--- config.mk ---
export PLATFORM = sky130hd
export DESIGN_NAME = mgu_edge_scatter
export DESIGN_NICKNAME = d
export VERILOG_FILES = /design/src/rtl/mgu_pkg.sv /design/src/rtl/mgu_lane_select.sv /design/src/rtl/mgu_edge_scatter.sv
export SDC_FILE = /design/constraint.sdc
export NUM_CORES = 1
export LEC_CHECK = 0
export ABC_AREA = 1
export CORE_ASPECT_RATIO = 0.75
export CORE_MARGIN = 2
export CORE_UTILIZATION = 36
export CTS_CLUSTER_SIZE = 40
export DETAILED_ROUTE_END_ITERATION = 8
export PLACE_DENSITY = 0.59
export SYNTH_ARGS = -nofsm -noshare
export SYNTH_HDL_FRONTEND = slang
export SYNTH_SLANG_ARGS = --single-unit
--- constraint.sdc ---
create_clock -name clk -period 1.6 [get_ports clk]
set_input_delay 0.48 -clock clk [delete_from_list [all_inputs] [get_ports clk]]
set_output_delay 0.48 -clock clk [all_outputs]
set_load 0.01 [all_outputs]
--- src/rtl/mgu_pkg.sv ---
// Shared types, constants and helpers for the message generation unit.
// Build with WEIGHTED_EDGE_EN for 64-bit {weight,dst} edges (SSSP); default is 32-bit dst-only edges (BFS).
package mgu_pkg;

    localparam int unsigned VPropWidth   = 32;
    localparam int unsigned EIndexWidth  = 32;
    localparam int unsigned EDegreeWidth = 32;
    localparam int unsigned AddrWidth    = 33;
    localparam int unsigned DataWidth    = 256;
    localparam int unsigned UpdateWidth  = AddrWidth + VPropWidth;
    localparam int unsigned MgudWidth    = VPropWidth + EIndexWidth + EDegreeWidth + 1;
    localparam int unsigned DstWidth     = 32;
    localparam int unsigned VertexShift  = 5;
    localparam int unsigned LineShift    = 5;

    localparam logic [AddrWidth-1:0] EdgeBase   = 33'h1_0000_0000;
    localparam logic [AddrWidth-1:0] VertexBase = 33'h0;

`ifdef WEIGHTED_EDGE_EN
    localparam int unsigned EdgeWidth = 64;
    localparam int unsigned LaneWidth = 2;
`else
    localparam int unsigned EdgeWidth = 32;
    localparam int unsigned LaneWidth = 3;
`endif
    localparam int unsigned Epl = DataWidth / EdgeWidth;

    typedef enum logic [2:0] {
        S_IDLE,
        S_LOAD,
        S_READ,
        S_READ_WAIT,
        S_EMIT,
        S_EMIT_ACK,
        S_EMIT_REL
    } state_e;

    // Activated-vertex record as presented on MGU_data; the MSB carries nothing.
    typedef struct packed {
        logic                    spare;
        logic [VPropWidth-1:0]   prop;
        logic [EIndexWidth-1:0]  edge_index;
        logic [EDegreeWidth-1:0] edge_degree;
    } mgu_rec_t;

    typedef struct packed {
        logic [AddrWidth-1:0]  addr;
        logic [VPropWidth-1:0] value;
    } update_t;

    function automatic logic [VPropWidth-1:0] sat_add(input logic [VPropWidth-1:0] a,
                                                      input logic [VPropWidth-1:0] b);
        logic [VPropWidth:0] sum;
        sum = {1'b0, a} + {1'b0, b};
        return sum[VPropWidth] ? {VPropWidth{1'b1}} : sum[VPropWidth-1:0];
    endfunction

endpackage

--- src/rtl/mgu_lane_select.sv ---
// Combinational extract of one edge element {dst, weight} from a buffered HBM line.
// Unweighted builds (WEIGHTED_EDGE_EN undefined) report a unit weight.
module mgu_lane_select
    import mgu_pkg::*;
(
    input  logic [DataWidth-1:0]  line_i,
    input  logic [LaneWidth-1:0]  lane_i,
    output logic [DstWidth-1:0]   dst_c_o,
    output logic [VPropWidth-1:0] weight_c_o
);

    logic [EdgeWidth-1:0] lanes [Epl];
    logic [EdgeWidth-1:0] elem_c;

    for (genvar g = 0; g < Epl; g++) begin : g_lane
        assign lanes[g] = line_i[g*EdgeWidth +: EdgeWidth];
    end

    assign elem_c  = lanes[lane_i];
    assign dst_c_o = elem_c[DstWidth-1:0];

`ifdef WEIGHTED_EDGE_EN
    assign weight_c_o = elem_c[EdgeWidth-1 -: VPropWidth];
`else
    assign weight_c_o = VPropWidth'(1);
`endif

endmodule

--- src/rtl/mgu_edge_scatter.sv ---
// Message generation unit: walks an activated vertex's edge list and emits one update per edge.
// WEIGHTED_EDGE_EN selects weighted 64-bit edges; the default build handles 32-bit unweighted edges.
module mgu_edge_scatter
    import mgu_pkg::*;
(
    input  logic                   clk,
    input  logic                   reset,
    input  logic [MgudWidth-1:0]   MGU_data,
    input  logic                   MGU_ready,
    output logic                   MGU_resp,
    output logic [AddrWidth-1:0]   read_addr,
    output logic                   start_rd,
    input  logic [DataWidth-1:0]   read_data,
    input  logic                   end_rd,
    output logic [UpdateWidth-1:0] update,
    output logic                   update_ready,
    input  logic                   update_resp,
    output logic                   busy
);

    state_e                  state_q, state_d;
    logic [VPropWidth-1:0]   prop_q, prop_d;
    logic [EIndexWidth-1:0]  rec_idx_q, rec_idx_d;
    logic [EDegreeWidth-1:0] rec_deg_q, rec_deg_d;
    logic [EIndexWidth-1:0]  idx_q, idx_d;
    logic [EDegreeWidth-1:0] rem_q, rem_d;
    logic [DataWidth-1:0]    line_q, line_d;
    logic                    resp_q, resp_d;
    logic [AddrWidth-1:0]    rd_addr_q, rd_addr_d;
    logic                    start_q, start_d;
    update_t                 upd_q, upd_d;
    logic                    upd_vld_q, upd_vld_d;
    logic                    busy_q, busy_d;

    mgu_rec_t                rec_in;
    logic                    unused_spare;
    logic [DstWidth-1:0]     dst_c;
    logic [VPropWidth-1:0]   weight_c;

    assign rec_in       = MGU_data;
    assign unused_spare = rec_in.spare;

    mgu_lane_select u_lane_select (
        .line_i     (line_q),
        .lane_i     (idx_q[LaneWidth-1:0]),
        .dst_c_o    (dst_c),
        .weight_c_o (weight_c)
    );

    // Next-state and registered-output logic.
    always_comb begin
        state_d   = state_q;
        prop_d    = prop_q;
        rec_idx_d = rec_idx_q;
        rec_deg_d = rec_deg_q;
        idx_d     = idx_q;
        rem_d     = rem_q;
        line_d    = line_q;
        resp_d    = 1'b0;
        rd_addr_d = rd_addr_q;
        start_d   = 1'b0;
        upd_d     = upd_q;
        upd_vld_d = upd_vld_q;

        unique case (state_q)
            S_IDLE: begin
                if (MGU_ready) begin
                    prop_d    = rec_in.prop;
                    rec_idx_d = rec_in.edge_index;
                    rec_deg_d = rec_in.edge_degree;
                    resp_d    = 1'b1;
                    state_d   = S_LOAD;
                end
            end
            S_LOAD: begin
                rem_d   = rec_deg_q;
                idx_d   = rec_idx_q;
                state_d = (rec_deg_q == '0) ? S_IDLE : S_READ;
            end
            S_READ: begin
                rd_addr_d = EdgeBase + AddrWidth'({idx_q >> LaneWidth, {LineShift{1'b0}}});
                start_d   = 1'b1;
                state_d   = S_READ_WAIT;
            end
            S_READ_WAIT: begin
                if (end_rd) begin
                    line_d  = read_data;
                    state_d = S_EMIT;
                end
            end
            S_EMIT: begin
                upd_d.addr  = VertexBase + (AddrWidth'(dst_c) << VertexShift);
                upd_d.value = sat_add(prop_q, weight_c);
                upd_vld_d   = 1'b1;
                state_d     = S_EMIT_ACK;
            end
            S_EMIT_ACK: begin
                if (update_resp) begin
                    upd_vld_d = 1'b0;
                    rem_d     = rem_q - EDegreeWidth'(1);
                    idx_d     = idx_q + EIndexWidth'(1);
                    state_d   = S_EMIT_REL;
                end
            end
            S_EMIT_REL: begin
                // Four-phase release; a fresh line is fetched only when idx crosses into it.
                if (!update_resp) begin
                    if (rem_q == '0) begin
                        state_d = S_IDLE;
                    end else if (idx_q[LaneWidth-1:0] == '0) begin
                        state_d = S_READ;
                    end else begin
                        state_d = S_EMIT;
                    end
                end
            end
            default: state_d = S_IDLE;
        endcase

        busy_d = (state_d != S_IDLE);
    end

    always_ff @(posedge clk) begin
        if (reset) begin
            state_q   <= S_IDLE;
            prop_q    <= '0;
            rec_idx_q <= '0;
            rec_deg_q <= '0;
            idx_q     <= '0;
            rem_q     <= '0;
            line_q    <= '0;
            resp_q    <= 1'b0;
            rd_addr_q <= '0;
            start_q   <= 1'b0;
            upd_q     <= '0;
            upd_vld_q <= 1'b0;
            busy_q    <= 1'b0;
        end else begin
            state_q   <= state_d;
            prop_q    <= prop_d;
            rec_idx_q <= rec_idx_d;
            rec_deg_q <= rec_deg_d;
            idx_q     <= idx_d;
            rem_q     <= rem_d;
            line_q    <= line_d;
            resp_q    <= resp_d;
            rd_addr_q <= rd_addr_d;
            start_q   <= start_d;
            upd_q     <= upd_d;
            upd_vld_q <= upd_vld_d;
            busy_q    <= busy_d;
        end
    end

    assign MGU_resp     = resp_q;
    assign read_addr    = rd_addr_q;
    assign start_rd     = start_q;
    assign update       = upd_q;
    assign update_ready = upd_vld_q;
    assign busy         = busy_q;

endmodule

==> results_dict.tcl <==
set metrics [dict create \
    utilization 0.555 \
    finalCritPeriodShare 1.05 \
    die_w_um 288 \
    power.leakage_nw 12.7 \
    syn-cell-area_sq_um 21800 \
    power_report.internal_total_mw 25.0 \
    status "finished, violations left" \
    fmax_mhz 593 \
    fin_ws_ns -0.0869 \
    critPathTopFamily "buffers and inverters" \
    row_count 78 \
    gp_congestion 0.938 \
    cap_violations 0 \
    grt_pass1_wl_um 124000 \
    grt.total_usage 0.252 \
    drive_gt1_frac 0.239 \
    hold_ws_ns 0.358 \
    p_switching_mw 11.5 \
    arrival_ns 2.24 \
    floorplan.initialDensity 0.363 \
    violations "negative setup slack" \
    drt-total-wl_um 86700 \
    drt_iter0_drc 2097 \
    yosys-top-cells-area "dfxtp_1, a21oi_1, nand2_1" \
    numPortBuffers 415 \
    cts_tree "built" \
    p_sw_frac 0.315 \
    synth_top_area_share 0.437 \
    rsz0062_at_grt "true" \
    maxSlewViolCount 0 \
    finalSetupViolCount 33 \
    nets 4125 \
    area_growth_pct 53.0 \
    coreArea_sq_um 60200 \
    drt-pass1-iter-count 6 \
    clock_skew_ns 0.0194 \
    drc 0 \
    wl_per_cell_um 18.8 \
    grt_pass1_vias 21659 \
    clkPwrFrac 0.348 \
    grt_max_degree 87 \
    preCtsSetupSlack_ns -0.451 \
    cts_root_buf "clkbuf_16" \
    cts_max_path_buffers 3 \
    synthCells 3156 \
    dpl.hpwl_um 59000 \
    crit_fanout 12 \
    required_ns 2.15 \
    die_h_um 217 \
    min_path_type "input pin to flip-flop" \
    vdd_drop_max_uv 738 \
    final.min_clock_period_ns 1.69 \
    cts_sinks 477 \
    cp.buffers_inverters 6 \
    syn_avg_cell_area_sq_um 6.92 \
    dieArea_sq_um 62700 \
    seq_area_frac_synth 0.437 \
    ys_seq_elements 477 \
    cts-buffers-inserted 50 \
    finalHoldViolCount 0 \
    fillers 5738 \
    pin_count 460 \
    pwr-share-comb 0.283 \
    path_common_cell "buf_12" \
    crit_type "flip-flop to flip-flop" \
    grt-ovfl-total 0 \
    h-tree-depth 2 \
    path_cells "buf_12 > buf_12 > buf_12 > buf_4 > buf_4 > o21ai_4 > o311ai_4 > nand3_1 > o211ai_1 > inv_1" \
    yosysUniqueCellTypes 39 \
    power_per_cell_area_nw_per_um2 1090 \
    endpoint_kind "flip-flop" \
    synth_top_area_cell "dfxtp_1" \
    cp_slowest_stage_delay_ns 0.37 \
    via_per_inst 5.23 \
    power.total_mw 36.6 \
    critPathLaunchType "flip-flop" \
    vias 24105 \
    antenna_found_initial 5 \
    final_antenna_net_count 0 \
    synth_warnings 0 \
    clk_latency_ns 0.60 \
    p_seq_frac 0.370 \
    clkTransAtPathRegs_ns 0.06 \
    worst_path_max_delay_cell "dfxtp_4" \
]
-- final timing paths --
check,startpoint,endpoint,slack [ns],depth (start not counted)
setup / recovery,idx_q[0]$_SDFFE_PP0P_,update[57]$_SDFFE_PP0P_,-0.09,10
hold / removal,reset,idx_q[16]$_SDFFE_PP0P_,0.36,3
setup reg to reg,idx_q[0]$_SDFFE_PP0P_,update[57]$_SDFFE_PP0P_,-0.09,10
hold reg to reg,read_addr[16]$_SDFFE_PP0P_,read_addr[16]$_SDFFE_PP0P_,0.44,2
-- logic make-up (layout without fill, tap and decap cells) --
kind of cell               after synthesis  count (layout)  synth area share
buffers and inverters                  488            1123            0.0889
xor gates and xnor gates                28              28            0.0112
other                                    1              14          0.000172
adders and majority gates                4               4           0.00229
DFF                                    477             477             0.437
and+or+nand+nor                       1186            1187             0.225
AOI/OAI and AO/OA                      972             972             0.236
-- registers in the layout, summed over array words and instances (netlist names) --
name	flops
line_q	224
update	60
prop_q	32
rec_deg_q	32
rem_q	32
idx_q	31
rec_idx_q	31
read_addr	28
state_q	3
MGU_resp	1
busy	1
start_rd	1
update_ready	1
-- stage by stage --
stage	cell area (sq um)	cells	setup TNS (ns)
after floorplan	21900	3165	0
after global placement	29000	4440	-52.24
after detailed placement	29000	4440	-57.11
after CTS	31200	4549	-1.07
after global routing	33400	4602	-6.02
final	33400	4605	-0.968
-- power by group through the flow --
stage                     sequential [mW]  clock [mW]  combinational (mW)
after global placement               13.7           0                8.51
after CTS                            13.4        12.9                9.06
after detailed placement             13.7           0                8.53
final                                13.5        12.7                10.3
after global routing                 13.6        13.4                11.2
after floorplan                      13.6           0                4.14
-- area by class of cell --
cell class | instances | area, sq um | area share
Tap cell | 800 | 1000 | 0.0300
Timing Repair inverter | 2 | 13.8 | 0.000412
Multi-Input combinational cell | 2201 | 11800 | 0.352
Timing Repair Buffer | 784 | 8210 | 0.246
Clock buffer | 72 | 1490 | 0.0444
Sequential cell | 477 | 9660 | 0.289
Inverter | 247 | 976 | 0.0292
Antenna cell | 4 | 10.0 | 0.000300
Clock inverter | 18 | 293 | 0.00876
-- Yosys cell counts --
cell and n:
nor2_1 359, a31oi_1 34, buf_1 8, buf_2 46, and2_1 2, o21ai_1 14, inv_2 6, ha_1 4
nor3_1 7, o21bai_1 3, xnor2_1 9, or2_2 8, nand2_1 528, nor3_2 1, a21oi_1 455, conb_1 1
o21a_1 7, inv_1 241, nand2_2 1, o311ai_0 28, o211ai_1 32, o21ai_2 1, a211oi_1 6, buf_4 10
nor2_4 1, o21ai_0 388, nor4_1 1, a21o_1 2, nand3b_1 9, nor3b_1 1, a221oi_1 2, nand4_1 12
dfxtp_1 477, buf_6 2, nor2_2 1, nand3_1 254, nor3_4 1, clkbuf_1 175, xor2_1 19
-- per-layer routing --
| metal | wire length [um] | vias to the layer above | track usage |
|---|---|---|---|
| met5 | 12 | - | 0 |
| met2 | 37200 | 940 | 0.366 |
| met1 | 40200 | 11242 | 0.377 |
| met4 | 2120 | 2 | 0.0694 |
| li1 | - | 11780 | - |
| met3 | 7170 | 141 | 0.0468 |
-- what timing repair did --
item,4_1_cts,5_1_grt
pin swaps,21,65
buffers inserted,12,30
endpoints found under the setup margin,371,309
resized for setup,596,419
hold buffers,0,0
gates cloned,8,26
-- layout by cell type (no fill, tap or decap), types with 9 or more instances in the layout --
cell	synthesis	routed
nand3_1	254	225
nand2_1	528	489
a21oi_1	455	403
nor2_2	1	51
buf_12	0	61
nor2_1	359	285
clkbuf_16	0	74
buf_6	2	44
dfxtp_1	477	409
nand3b_1	9	9
o21ai_2	1	21
nand4_1	12	12
inv_1	241	226
nor2_4	1	25
a31oi_1	34	29
xor2_1	19	19
o21ai_1	14	88
a21oi_2	0	45
buf_2	46	64
nand2_2	1	31
dfxtp_4	0	12
o311ai_2	0	15
conb_1	1	10
o21ai_0	388	285
o21ai_4	0	9
buf_4	10	250
dfxtp_2	0	56
nand3_2	0	23
inv_2	6	10
o211ai_1	32	32
clkbuf_8	0	13
buf_16	0	11
clkdlybuf4s50_1	0	321
-- worst min-delay path: cells and delay by family --
kind	cells	cell delay [ns]
AOI/OAI and AO/OA	1	0.13
buffers and inverters	2	0.31
Power figures use the tool's default switching activity.
